--- src/rtl/fast_serial_tx.sv ---
// fast_serial_tx
//   Avalon-ST byte sink that serialises each byte onto the FT2232H fast
//   opto-isolated serial link. Frame on fsdi: start(0), D0..D7 LSB first,
//   source bit (CHANNEL_BIT), then at least one idle bit (1).
//
// Parameters
//   CLK_DIV      clk_clk cycles per fsclk half-period (>=1)
//   CHANNEL_BIT  value sent in the source bit (0 = FTDI channel A)
//
// Ports
//   clk_clk      in   system clock
//   reset_reset  in   synchronous active-high reset
//   in_ready     out  Avalon-ST ready
//   in_valid     in   Avalon-ST valid
//   in_data      in   Avalon-ST byte
//   fsclk        out  serial clock to the FTDI (sampled by it on rising edge)
//   fsdi         out  serial data to the FTDI, idle high
//   fscts        in   FTDI clear-to-send, asynchronous, high = ready
//   tx_busy      out  high while a frame (including its idle bit) is in progress
//   frames_sent  out  count of completed frames, wraps
module fast_serial_tx #(
    parameter int unsigned CLK_DIV     = 1,
    parameter bit          CHANNEL_BIT = 1'b0
) (
    input  logic        clk_clk,
    input  logic        reset_reset,
    output logic        in_ready,
    input  logic        in_valid,
    input  logic [7:0]  in_data,
    output logic        fsclk,
    output logic        fsdi,
    input  logic        fscts,
    output logic        tx_busy,
    output logic [15:0] frames_sent
);

    localparam int unsigned      DIV_W    = (CLK_DIV > 1) ? $clog2(CLK_DIV) : 1;
    localparam logic [DIV_W-1:0] DIV_LAST = DIV_W'(CLK_DIV - 1);

    typedef enum logic [2:0] {
        ST_IDLE,
        ST_START,
        ST_DATA,
        ST_SRC,
        ST_GAP
    } state_t;

    logic [DIV_W-1:0] div_cnt_q, div_cnt_d;
    logic             fsclk_q, fsclk_d;
    logic             cts_meta_q, cts_meta_d;
    logic             cts_s_q, cts_s_d;
    logic             rdy_r_q, rdy_r_d;
    logic [7:0]       hold_q, hold_d;
    logic             hold_valid_q, hold_valid_d;
    state_t           state_q, state_d;
    logic [7:0]       shreg_q, shreg_d;
    logic [3:0]       bitcnt_q, bitcnt_d;
    logic             fsdi_q, fsdi_d;
    logic [15:0]      frames_sent_q, frames_sent_d;

    logic div_last;
    logic fall_tick;
    logic load;
    logic accept;

    assign in_ready    = rdy_r_q & ~hold_valid_q;
    assign fsclk       = fsclk_q;
    assign fsdi        = fsdi_q;
    assign tx_busy     = (state_q != ST_IDLE);
    assign frames_sent = frames_sent_q;

    always_comb begin
        div_cnt_d     = div_cnt_q;
        fsclk_d       = fsclk_q;
        cts_meta_d    = fscts;
        cts_s_d       = cts_meta_q;
        rdy_r_d       = 1'b1;
        hold_d        = hold_q;
        hold_valid_d  = hold_valid_q;
        state_d       = state_q;
        shreg_d       = shreg_q;
        bitcnt_d      = bitcnt_q;
        fsdi_d        = fsdi_q;
        frames_sent_d = frames_sent_q;
        load          = 1'b0;

        // Free-running divider; fsclk toggles at terminal count.
        div_last  = (div_cnt_q == DIV_LAST);
        fall_tick = div_last & fsclk_q;
        if (div_last) begin
            div_cnt_d = '0;
            fsclk_d   = ~fsclk_q;
        end else begin
            div_cnt_d = div_cnt_q + 1'b1;
        end

        // fsdi only changes as fsclk falls, so it is stable for a full
        // half-period before the FTDI samples it on the rising edge.
        if (fall_tick) begin
            unique case (state_q)
                ST_IDLE: begin
                    fsdi_d = 1'b1;
                    if (hold_valid_q && cts_s_q) begin
                        shreg_d = hold_q;
                        load    = 1'b1;
                        fsdi_d  = 1'b0;
                        state_d = ST_START;
                    end
                end
                ST_START: begin
                    fsdi_d   = shreg_q[0];
                    shreg_d  = {1'b0, shreg_q[7:1]};
                    bitcnt_d = 4'd1;
                    state_d  = ST_DATA;
                end
                ST_DATA: begin
                    if (bitcnt_q == 4'd8) begin
                        fsdi_d  = CHANNEL_BIT;
                        state_d = ST_SRC;
                    end else begin
                        fsdi_d   = shreg_q[0];
                        shreg_d  = {1'b0, shreg_q[7:1]};
                        bitcnt_d = bitcnt_q + 4'd1;
                    end
                end
                ST_SRC: begin
                    fsdi_d  = 1'b1;
                    state_d = ST_GAP;
                end
                ST_GAP: begin
                    frames_sent_d = frames_sent_q + 16'd1;
                    state_d       = ST_IDLE;
                end
                default: begin
                    state_d = ST_IDLE;
                end
            endcase
        end

        // A load drains the hold register; an accept in the same cycle
        // refills it, so the accept is applied last.
        accept = in_valid & in_ready;
        if (load) begin
            hold_valid_d = 1'b0;
        end
        if (accept) begin
            hold_d       = in_data;
            hold_valid_d = 1'b1;
        end
    end

    always_ff @(posedge clk_clk) begin
        if (reset_reset) begin
            div_cnt_q     <= '0;
            fsclk_q       <= 1'b1;
            cts_meta_q    <= 1'b0;
            cts_s_q       <= 1'b0;
            rdy_r_q       <= 1'b0;
            hold_q        <= '0;
            hold_valid_q  <= 1'b0;
            state_q       <= ST_IDLE;
            shreg_q       <= '0;
            bitcnt_q      <= '0;
            fsdi_q        <= 1'b1;
            frames_sent_q <= '0;
        end else begin
            div_cnt_q     <= div_cnt_d;
            fsclk_q       <= fsclk_d;
            cts_meta_q    <= cts_meta_d;
            cts_s_q       <= cts_s_d;
            rdy_r_q       <= rdy_r_d;
            hold_q        <= hold_d;
            hold_valid_q  <= hold_valid_d;
            state_q       <= state_d;
            shreg_q       <= shreg_d;
            bitcnt_q      <= bitcnt_d;
            fsdi_q        <= fsdi_d;
            frames_sent_q <= frames_sent_d;
        end
    end

endmodule

--- config.mk ---
export PLATFORM = sky130hd
export DESIGN_NAME = fast_serial_tx
export DESIGN_NICKNAME = d
export VERILOG_FILES = /design/src/rtl/fast_serial_tx.sv
export SDC_FILE = /design/constraint.sdc
export NUM_CORES = 1
export LEC_CHECK = 0
export CAP_MARGIN = 10
export CORE_MARGIN = 5
export CORE_UTILIZATION = 39
export DETAILED_ROUTE_END_ITERATION = 10
export GPL_ROUTABILITY_DRIVEN = 0
export GPL_TIMING_DRIVEN = 1
export PLACE_DENSITY = 0.61
export SYNTH_ARGS = -nofsm -noshare
export SYNTH_HDL_FRONTEND = slang
export SYNTH_SLANG_ARGS = --single-unit
--- constraint.sdc ---
create_clock -name clk_clk -period 2.84 [get_ports clk_clk]
set_input_delay 0.568 -clock clk_clk [delete_from_list [all_inputs] [get_ports clk_clk]]
set_output_delay 0.568 -clock clk_clk [all_outputs]
set_load 0.005 [all_outputs]
Word level (Yosys, flattened, before mapping)
Index checks and enable logic that the tools add are counted.
{"block": "word_totals", "regBits": 46, "wordCells": 59}
{"block": "op_classes", "addsub": 3, "n_eq_ne": 8, "muxes": 17, "bitwise": 6, "n_reduce_logical": 13}
{"op": "one-hot mux 8 bit (3 select lines)", "count": 1}
{"op": "adder 16 x 1 -> 16 bit (second input constant)", "count": 1}
{"op": "two-way mux 8 bit", "count": 2}
{"op": "one-hot mux 3 bit (4 select lines)", "count": 1}
{"op": "two-way mux 1 bit", "count": 8}
{"op": "one-hot mux 4 bit (2 select lines)", "count": 1}
{"op": "equality test 3 x 2 -> 1 bit (second input constant)", "count": 2}
{"op": "two-way mux 3 bit", "count": 2}
{"op": "inequality test 2 bit (second input constant)", "count": 3}
{"op": "AND reduction 3 bit", "count": 2}
{"op": "nonzero test 3 bit", "count": 2}
{"op": "adder 4 x 1 -> 4 bit (second input constant)", "count": 1}
{"op": "equality test 4 bit (second input constant)", "count": 1}
{"op": "two-way mux 4 bit", "count": 1}
{"op": "one-hot mux 1 bit (4 select lines)", "count": 1}
{"op": "AND reduction 2 bit", "count": 2}
{"op": "AND reduction 4 bit", "count": 1}
{"op": "nonzero test 2 bit", "count": 2}
{"op": "nonzero test 4 bit", "count": 1}
{"op": "bitwise AND 1 bit", "count": 3}
{"op": "equality test 3 x 1 -> 1 bit (second input constant)", "count": 1}
{"op": "equality test 3 bit (second input constant)", "count": 1}
{"op": "logical NOT 3 bit", "count": 1}
{"op": "inverter 1 bit", "count": 3}
{"op": "other kinds (3)", "count": 3}

Logic depth before layout (Yosys ltp)
Gate-level depths: netlist of the first run.
{"block": "depth", "word_depth": 6, "depth_mapped": 8, "mapped_depth_nobuf": 6}

Worst setup path before layout of the first run
OpenSTA, ideal clock, no wires.
{"block": "synth_path", "path_kind": "reg2reg", "startpoint": "reg state_q[0]", "endpoint": "reg frames_sent_q[14], in the netlist frames_sent[14]", "t_arrival_ps": 1996, "required_time_ps": 2770, "slack_ps": 773, "stages_incl_launch_ff": 7, "path_buffers": 2, "period_less_slack_ps": 2067, "path_cell_list": "dfxtp_1 > buf_6 > or4b_4 > buf_6 > or4_4 > or3_1 > a21oi_1"}
{"block": "synth_between", "elab_chain_len": 2}
{"element": "start, declared", "line": "55", "rtl": "state_t state_q, state_d;"}
{"element": "start signal, assigned", "line": "174", "rtl": "state_q <= state_d;"}
{"element": "equality test 3 bit", "line": "100", "rtl": "unique case (state_q)"}
{"element": "AND reduction 2 bit (no source line)"}
{"element": "end signal, assigned", "line": "178", "rtl": "frames_sent_q <= frames_sent_d;"}
{"element": "end, declared", "line": "59", "rtl": "logic [15:0] frames_sent_q, frames_sent_d;"}
No other way between the ends.
A chain may end at the register's enable or synchronous reset.

Worst setup path after layout of the first run
{"block": "layout_path", "startpoint": "reg state_q[0]", "endpoint": "out tx_busy"}
{"block": "layout_between", "elab_chain_len": 1}
{"element": "nonzero test 3 bit", "line": "69", "rtl": "assign tx_busy = (state_q != ST_IDLE);"}
{"element": "end, declared", "line": "33", "rtl": "output logic tx_busy,"}
No other way between the ends.

==> results of run 1 <==
-- stage by stage --
stage          area (µm²)  power [mW]  utilization, %  std cells  hold WS (ps)
5_1_grt              2540       1.239           49.11        344         462.3
6_report             2540       1.186           49.11        344         451.6
4_1_cts              2540       1.205           49.11        344         453.6
3_3_place_gp         2442      0.7686           47.22        336         424.0
3_5_place_dp         2442      0.7692           47.22        336         429.0
2_1_floorplan        2091      0.7327               -        248         413.8
-- state kept, by name, summed over array words and instances (netlist names) --
signal / count
frames_sent: 16
hold_q: 8
shreg_q: 8
bitcnt_q: 4
state_q: 3
cts_meta_q: 1
cts_s_q: 1
div_cnt_q: 1
fsclk: 1
fsdi: 1
hold_valid_q: 1
rdy_r_q: 1
-- cells in the mapped netlist (2+ instances only) --
cell type  instances  area, µm²
nand2_1           23      86.33
inv_1              9      33.78
o31ai_1            3      22.52
clkbuf_1          14      52.55
o21ai_0           16      80.08
ha_1               3      37.54
buf_6              2      22.52
nor3_1             5      25.02
or3_1              6      37.54
dfxtp_1           46      920.9
mux2_2             2      22.52
nor2_1            12      45.04
a211o_1            2      17.52
nor3b_1            2      15.01
a21oi_1           31      155.2
xor2_1             3      26.28
mux2i_1            8      80.08
nor4_1             3      18.77
and4_1             2      17.52
or2_2              2      12.51
nor2b_1            4      25.02
nand4_1            4      25.02
nand3_1           19      95.09
nand2b_1           2      12.51
or4_1              4      30.03
xnor2_1            6      52.55
-- layout make-up --
| class | count | area [µm²] | area share [%] |
|---|---|---|---|
| Inverter | 9 | 33.78 | 1.330 |
| Multi-Input combinational cell | 175 | 1052 | 41.43 |
| Timing Repair Buffer | 36 | 347.8 | 13.69 |
| Sequential cell | 46 | 920.9 | 36.26 |
| Tap cell | 70 | 87.58 | 3.448 |
| Clock buffer | 5 | 68.82 | 2.709 |
| Clock inverter | 3 | 28.78 | 1.133 |
-- metal layers --
| layer | global-route usage [%] | up-vias |
|---|---|---|
| met5 | 0 | - |
| li1 | - | 922 |
| met2 | 20.70 | 28 |
| met1 | 14.97 | 786 |
| met3 | 3.267 | 7 |
| met4 | 3.566 | 0 |
-- worst max-delay path by stage --
stage	cells after the start	to	slack, ps
5_1_grt	4	frames_sent[13]	360
2_1_floorplan	6	frames_sent[14]	770
3_3_place_gp	4	frames_sent[12]	680
4_1_cts	2	tx_busy	580
6_report	2	tx_busy	580
3_5_place_dp	4	frames_sent[11]	640
-- power groups by stage --
stage / Sequential (mW) / Combinational, mW / Clock, mW
finish: 0.668 / 0.0852 / 0.433
global route: 0.671 / 0.0947 / 0.473
CTS: 0.668 / 0.0866 / 0.451
detailed placement: 0.683 / 0.0861 / 0
global placement: 0.683 / 0.0859 / 0
floorplan: 0.681 / 0.0521 / 0
-- cells by family after synthesis --
| kind of cell | after synthesis |
|---|---|
| xor+xnor | 9 |
| fa+ha+maj | 3 |
| mux | 10 |
| simple gates | 96 |
| flops | 46 |
| compound gates | 56 |
| other cells | 1 |
| buf+inv | 27 |
==> results by group, run 1 <==
Yosys
  • Post-synthesis register bit count: 46
  • Yosys Warn Count: 0
  • Post-Synth XOR/XNOR Area: under 10%
  • Post-synth EDFFs: 0
  • Synth Instances: around 250
  • Area share of and/or/nand/nor cells after synthesis: 24.90%
  • Compound-Gate Fraction of Synth Area: 14.78%
  • Most used DFF post-synth: dfxtp_1
  • Synthesized area per cell: about 8.4 µm²
  • Mapped Area: 2091 µm²
  • Synth Area in Adders: 1.795%
  • Fraction of registers with async set/reset: 0%
  • Net count after synthesis: 263
  • Synth cell types: 41
  • Largest family of logic cells by synthesized area: simple AND/OR/NAND/NOR gates
  • Sequential element share of the synthesized area: between 40 and 50%
  • Multiplexer area fraction after synthesis: between 4 and 5%

Cells and area
  • P&R area growth vs syn: 21.48%
  • Fillers: ~530
  • Antenna diodes: 0
  • Final nets: between 200 and 300
  • Commonest non-fill, non-tap cell in the layout: dfxtp_1
  • Layout cells sized above 1: under 10%
  • Commonest cells after routing, fill and taps aside: dfxtp_1 (46), a21oi_1 (31), clkdlybuf4s50_1 (31)

Power and ir drop
  • Combinational power share: 7.2%
  • Pint: about 0.89 mW
  • Leakage: approximately 0.90 nW
  • Switching pwr: 0.3002 mW
  • Sequential share of power: 56.3%
  • Peak VDD IR: between 200 and 250 µV
  • Switching share of total power: 25.31%
  • Pwr dens: 466.9 nW/µm²
  • Clock power share: 36.5%

Die
  • Die width: between 80 and 90 µm
  • Core area: 5172 µm²
  • FP Rows: 26
  • IO Pins: 32
  • Die Ht: 83.22 µm
  • Initial Utilization: 40.42%
  • Die area: a little under 7000 µm²

Critical path
  • CP arrival: ~1700 ps
  • Slowest cell on crit path: dfxtp_1
  • CP Data Required Time: 2270 ps
  • CP Capture Type: primary output
  • Crit-path leading delay family: flip-flops
  • Setup crit start: state_q[0]
  • Reg-to-reg setup timing slack: between 600 and 700 ps
  • Worst flop-to-flop path startpoint: state_q[0]
  • FF-to-FF End: frames_sent[11]
  • Bufs and invs on worst path: 1
  • Largest stage delay, worst path: around 490 ps
  • R2r worst-path depth: 4
  • Worst-path maximum fanout: 18
  • Type of the worst setup path: flop to primary output
  • CP Cell Sequence: or3_1 -> clkdlybuf4s50_1
  • Type of origin of the critical path: flop

Detailed routing
  • Wire length on met2: roughly 2000 µm
  • Top Layer Used: met4
  • Drt initial violations: 47
  • Drt pass-1 iters: 4
  • Vias: 1743
  • DRT Wirelength: 4301 µm
  • Met3 wire length: 192 µm
  • Via density: 5.067
  • DRC Markers: 0
  • Antenna Nets Post-Route: 0
  • Wire per inst: 12.50 µm
  • M1 WL: 2083 µm

Timing
  • RSZ-0062 raised after global routing: false
  • Layout Skew: 4.058 ps
  • Endpoints failing setup: 0
  • Max-slew violation count: 0
  • TNS Setup: 0 ps
  • Post-route setup slack: 583.7 ps
  • Final min period: 2256 ps
  • Final Hold Vio Count: 0
  • Tightest Pin Transition: 598.9 ps
  • Worst rel slew slack: 59.51%
  • Tcrit/Tclk final: roughly 79%
  • FMAX: 443.2 MHz

Clocking
  • CTS resizes: 0
  • Postcts setup bufs: 0
  • H-Tree Depth: 2
  • Clk slew on worst S/H paths: 100 ps
  • Hold_buf cts: 0
  • Root Driver: clkbuf_8
  • CTS tree: built
  • Clk_lat worst skew: 300 ps
  • CTS Sinks: 46
  • CTS Buf Count: 5
  • Clk buf depth: 2

GRT
  • Pin count of the biggest net entering global routing: 19
  • Antenna violations before repair: 0
  • Global-route wire length before repair: 7120 µm
  • Total grt overflow: 0
  • Vias in the first global route: 1590
  • Gr usage total: 12.16%

Worst hold path
  • Hold Path Depth: 1
  • Min-Delay Path Class: flop to flop
  • Hold path startpoint: cts_meta_q
  • Hold path endpoint: cts_s_q

Placement
  • PortBufs: 31
  • DP Worst Slack: between 600 and 700 ps
  • Final HPWL from detailed placement: 3066 µm

Run
  • Max-Cap Viols: 0

Outcome
  • Status: complete, no violations
Power figures use the tool's default switching activity.
==> inputs of run 2 (changes only) <==
--- a/config.mk
+++ b/config.mk
@@ -11,7 +11,7 @@
 export DETAILED_ROUTE_END_ITERATION = 10
 export GPL_ROUTABILITY_DRIVEN = 0
 export GPL_TIMING_DRIVEN = 1
-export PLACE_DENSITY = 0.61
+export PLACE_DENSITY = 0.63
 export SYNTH_ARGS = -nofsm -noshare
 export SYNTH_HDL_FRONTEND = slang
 export SYNTH_SLANG_ARGS = --single-unit
==> constraint.sdc (replaced) <==
create_clock -name clk_clk -period 1.9 [get_ports clk_clk]
set_input_delay 0.38 -clock clk_clk [delete_from_list [all_inputs] [get_ports clk_clk]]
set_output_delay 0.38 -clock clk_clk [all_outputs]
set_load 0.005 [all_outputs]
==> run 2 against run 1 <==
  * The flow now finishes with violations (setup timing)
  * Sequential power is 49% higher
  * Count of clock-buffer cells in the layout up 1
  * First-iteration DRC count is 28% higher
  * Via count up 6.2%
  * Largest power group unchanged
  * Flip-flop and latch count unchanged
  * Critical path type is now flop to flop
  * Non-clock buffer count grew 18
  * Utilization grew 4.9 points
  * Routed wire length grew 5.7%
  * Cell count increased by 5.2%
  * Clock power increased by 110%
  * Sequential share of layout area shrank 3.3 points
  * Worst hold slack improved by 9.0 ps
==> results by group, run 2 (synthesis gave the netlist of run 1 again) <==
Critical path
  • CP Capture Type: flop
  • Type of origin of the critical path: flop
  • R2r worst-path depth: 4
  • CP Data Required Time: 2130 ps
  • Type of the worst setup path: flop to flop
  • CP arrival: 2150 ps
  • FF-to-FF End: frames_sent[10]
  • Worst-path maximum fanout: 6
  • Reg-to-reg setup timing slack: -10 ps
  • Worst flop-to-flop path startpoint: div_cnt_q

Outcome
  • Status: complete, but fails checks
  • Failing checks: setup timing

Power and ir drop
  • Switching pwr: 0.4282 mW
  • Pint: 1.629 mW
  • Pwr dens: 736.2 nW/µm²
  • Switching share of total power: 20.82%
  • Sequential share of power: 48.3%
  • Combinational power share: 7.7%
  • Pwr Total: 2.057 mW
  • Leakage: around 1.0 nW
  • Peak VDD IR: 443.3 µV
  • Clock power share: 43.9%

Timing
  • Layout Skew: 7.306 ps
  • Tcrit/Tclk final: 100.6%
  • Post-route setup slack: -11.86 ps
  • Final min period: around 1900 ps
  • RSZ-0062 raised after global routing: true
  • Endpoints failing setup: 1
  • Max-slew violation count: 0
  • TNS Setup: -11.86 ps
  • Hold_ws: 460.6 ps
  • FMAX: 523.1 MHz
  • Final Hold Vio Count: 0

GRT
  • Antenna violations before repair: 0
  • Global-route wire length before repair: 7941 µm
  • Total grt overflow: 0
  • Vias in the first global route: ~1800
  • Pin count of the biggest net entering global routing: 23
  • Gr usage total: 13.68%

Clocking
  • CTS Buf Count: 5
  • Clk slew on worst S/H paths: 90 ps
  • Clk_lat worst skew: approximately 300 ps
  • H-Tree Depth: 2
  • CTS tree: built
  • CTS Sinks: 46
  • Clk buf depth: 2
  • Root Driver: clkbuf_8

Worst hold path
  • Hold Path Depth: 2
  • Hold path startpoint: hold_q[4]
  • Hold path endpoint: hold_q[4]
  • Min-Delay Path Class: flop to flop

Detailed routing
  • DRT Wirelength: about 4500 µm
  • Drt initial violations: 60
  • Wire per inst: 12.56 µm
  • Via density: 5.113
  • Drt pass-1 iters: 3
  • DRC Markers: 0
  • Antenna Nets Post-Route: 0
  • Vias: about 1900

Placement
  • PortBufs: 31
  • Final HPWL from detailed placement: around 3300 µm

Cells and area
  • Antenna diodes: 0
  • Layout cells sized above 1: 16.44%
  • P&R area growth vs syn: 33.63%
  • Commonest cells after routing, fill and taps aside: dfxtp_1 (45), clkdlybuf4s50_1 (30), a21oi_1 (29)
  • Max reg flops: 16
  • Final nets: 306
  • FF+latch area: 922.1 µm²
  • Multi-input gate area: ~1100 µm²
  • Fillers: 470
  • Commonest non-fill, non-tap cell in the layout: dfxtp_1

Die
  • FP Rows: 26
  • Initial Utilization: 40.42%
  • Die Ht: 83.22 µm
  • IO Pins: 32
  • Die width: 83.22 µm
  • Die area: 6926 µm²
  • Core area: approximately 5200 µm²

Run
  • Max-Cap Viols: 0
## run 2: cell types whose count changed in the layout (fill, tap and decap cells not counted), moves of 2 or more
cell | previous run | this run
or4_1 | 4 | 2
a21oi_1 | 31 | 29
a21oi_2 | 0 | 2
buf_4 | 5 | 22
or4_4 | 1 | 3
bufinv_16 | 0 | 2
## run 2: power groups by stage
stage                     sequential, mW  combinational, mW  clock (mW)
after floorplan                     1.02             0.0778           0
after global placement              1.02              0.147           0
after detailed placement            1.02              0.148           0
after CTS                          0.994              0.149       0.918
after global routing               0.997              0.176       0.955
final                              0.994              0.159       0.904
## run 2: worst max path at each step
stage                          start              end  slack [ps]
after global placement    state_q[0]  frames_sent[11]         -20
after global routing       div_cnt_q  frames_sent[14]         -70
after floorplan           state_q[0]  frames_sent[14]        -170
after detailed placement   div_cnt_q  frames_sent[10]         -50
after CTS                  div_cnt_q  frames_sent[10]         -20
final                      div_cnt_q  frames_sent[10]         -10
## run 2: final cells by class
cell class	count	area share, %
tap	70	3.135
multi-input combinational	175	39.86
clock inverter	2	2.150
timing repair buffer	54	17.69
clock buffer	6	2.956
sequential	46	33.00
inverter	9	1.209
## run 2: critical path, cell delays in order, from the launching register on
cell and delay, ps:
dfxtp_1 320, or4b_4 540, or4_4 520, or3_4 350, a21oi_2 120
## run 2: layer usage
layer	vias up	GRT usage (%)	wire length (µm)	part of all wire, %
met5	-	0	0	0
met4	0	5.201	91	2.0
met3	10	3.663	210	4.6
met2	31	22.01	2113	46
met1	848	17.42	2131	47
li1	962	-	-	-
## run 2: stage by stage
stage	instance area (µm²)	utilization [%]	instances	setup WS, ps
after floorplan	2096	-	248	-166.7
after global placement	2580	49.88	352	-20.45
after detailed placement	2580	49.88	352	-48.87
after CTS	2726	52.71	360	-17.77
after global routing	2794	54.02	362	-74.86
final	2794	54.02	362	-11.86
## run 2: what timing repair did
item | in CTS | in global routing
pin swaps | 3 | 0
setup endpoints to repair | 8 | 8
hold buffers | 0 | 0
buffers inserted | 0 | 2
resized for setup | 2 | 11
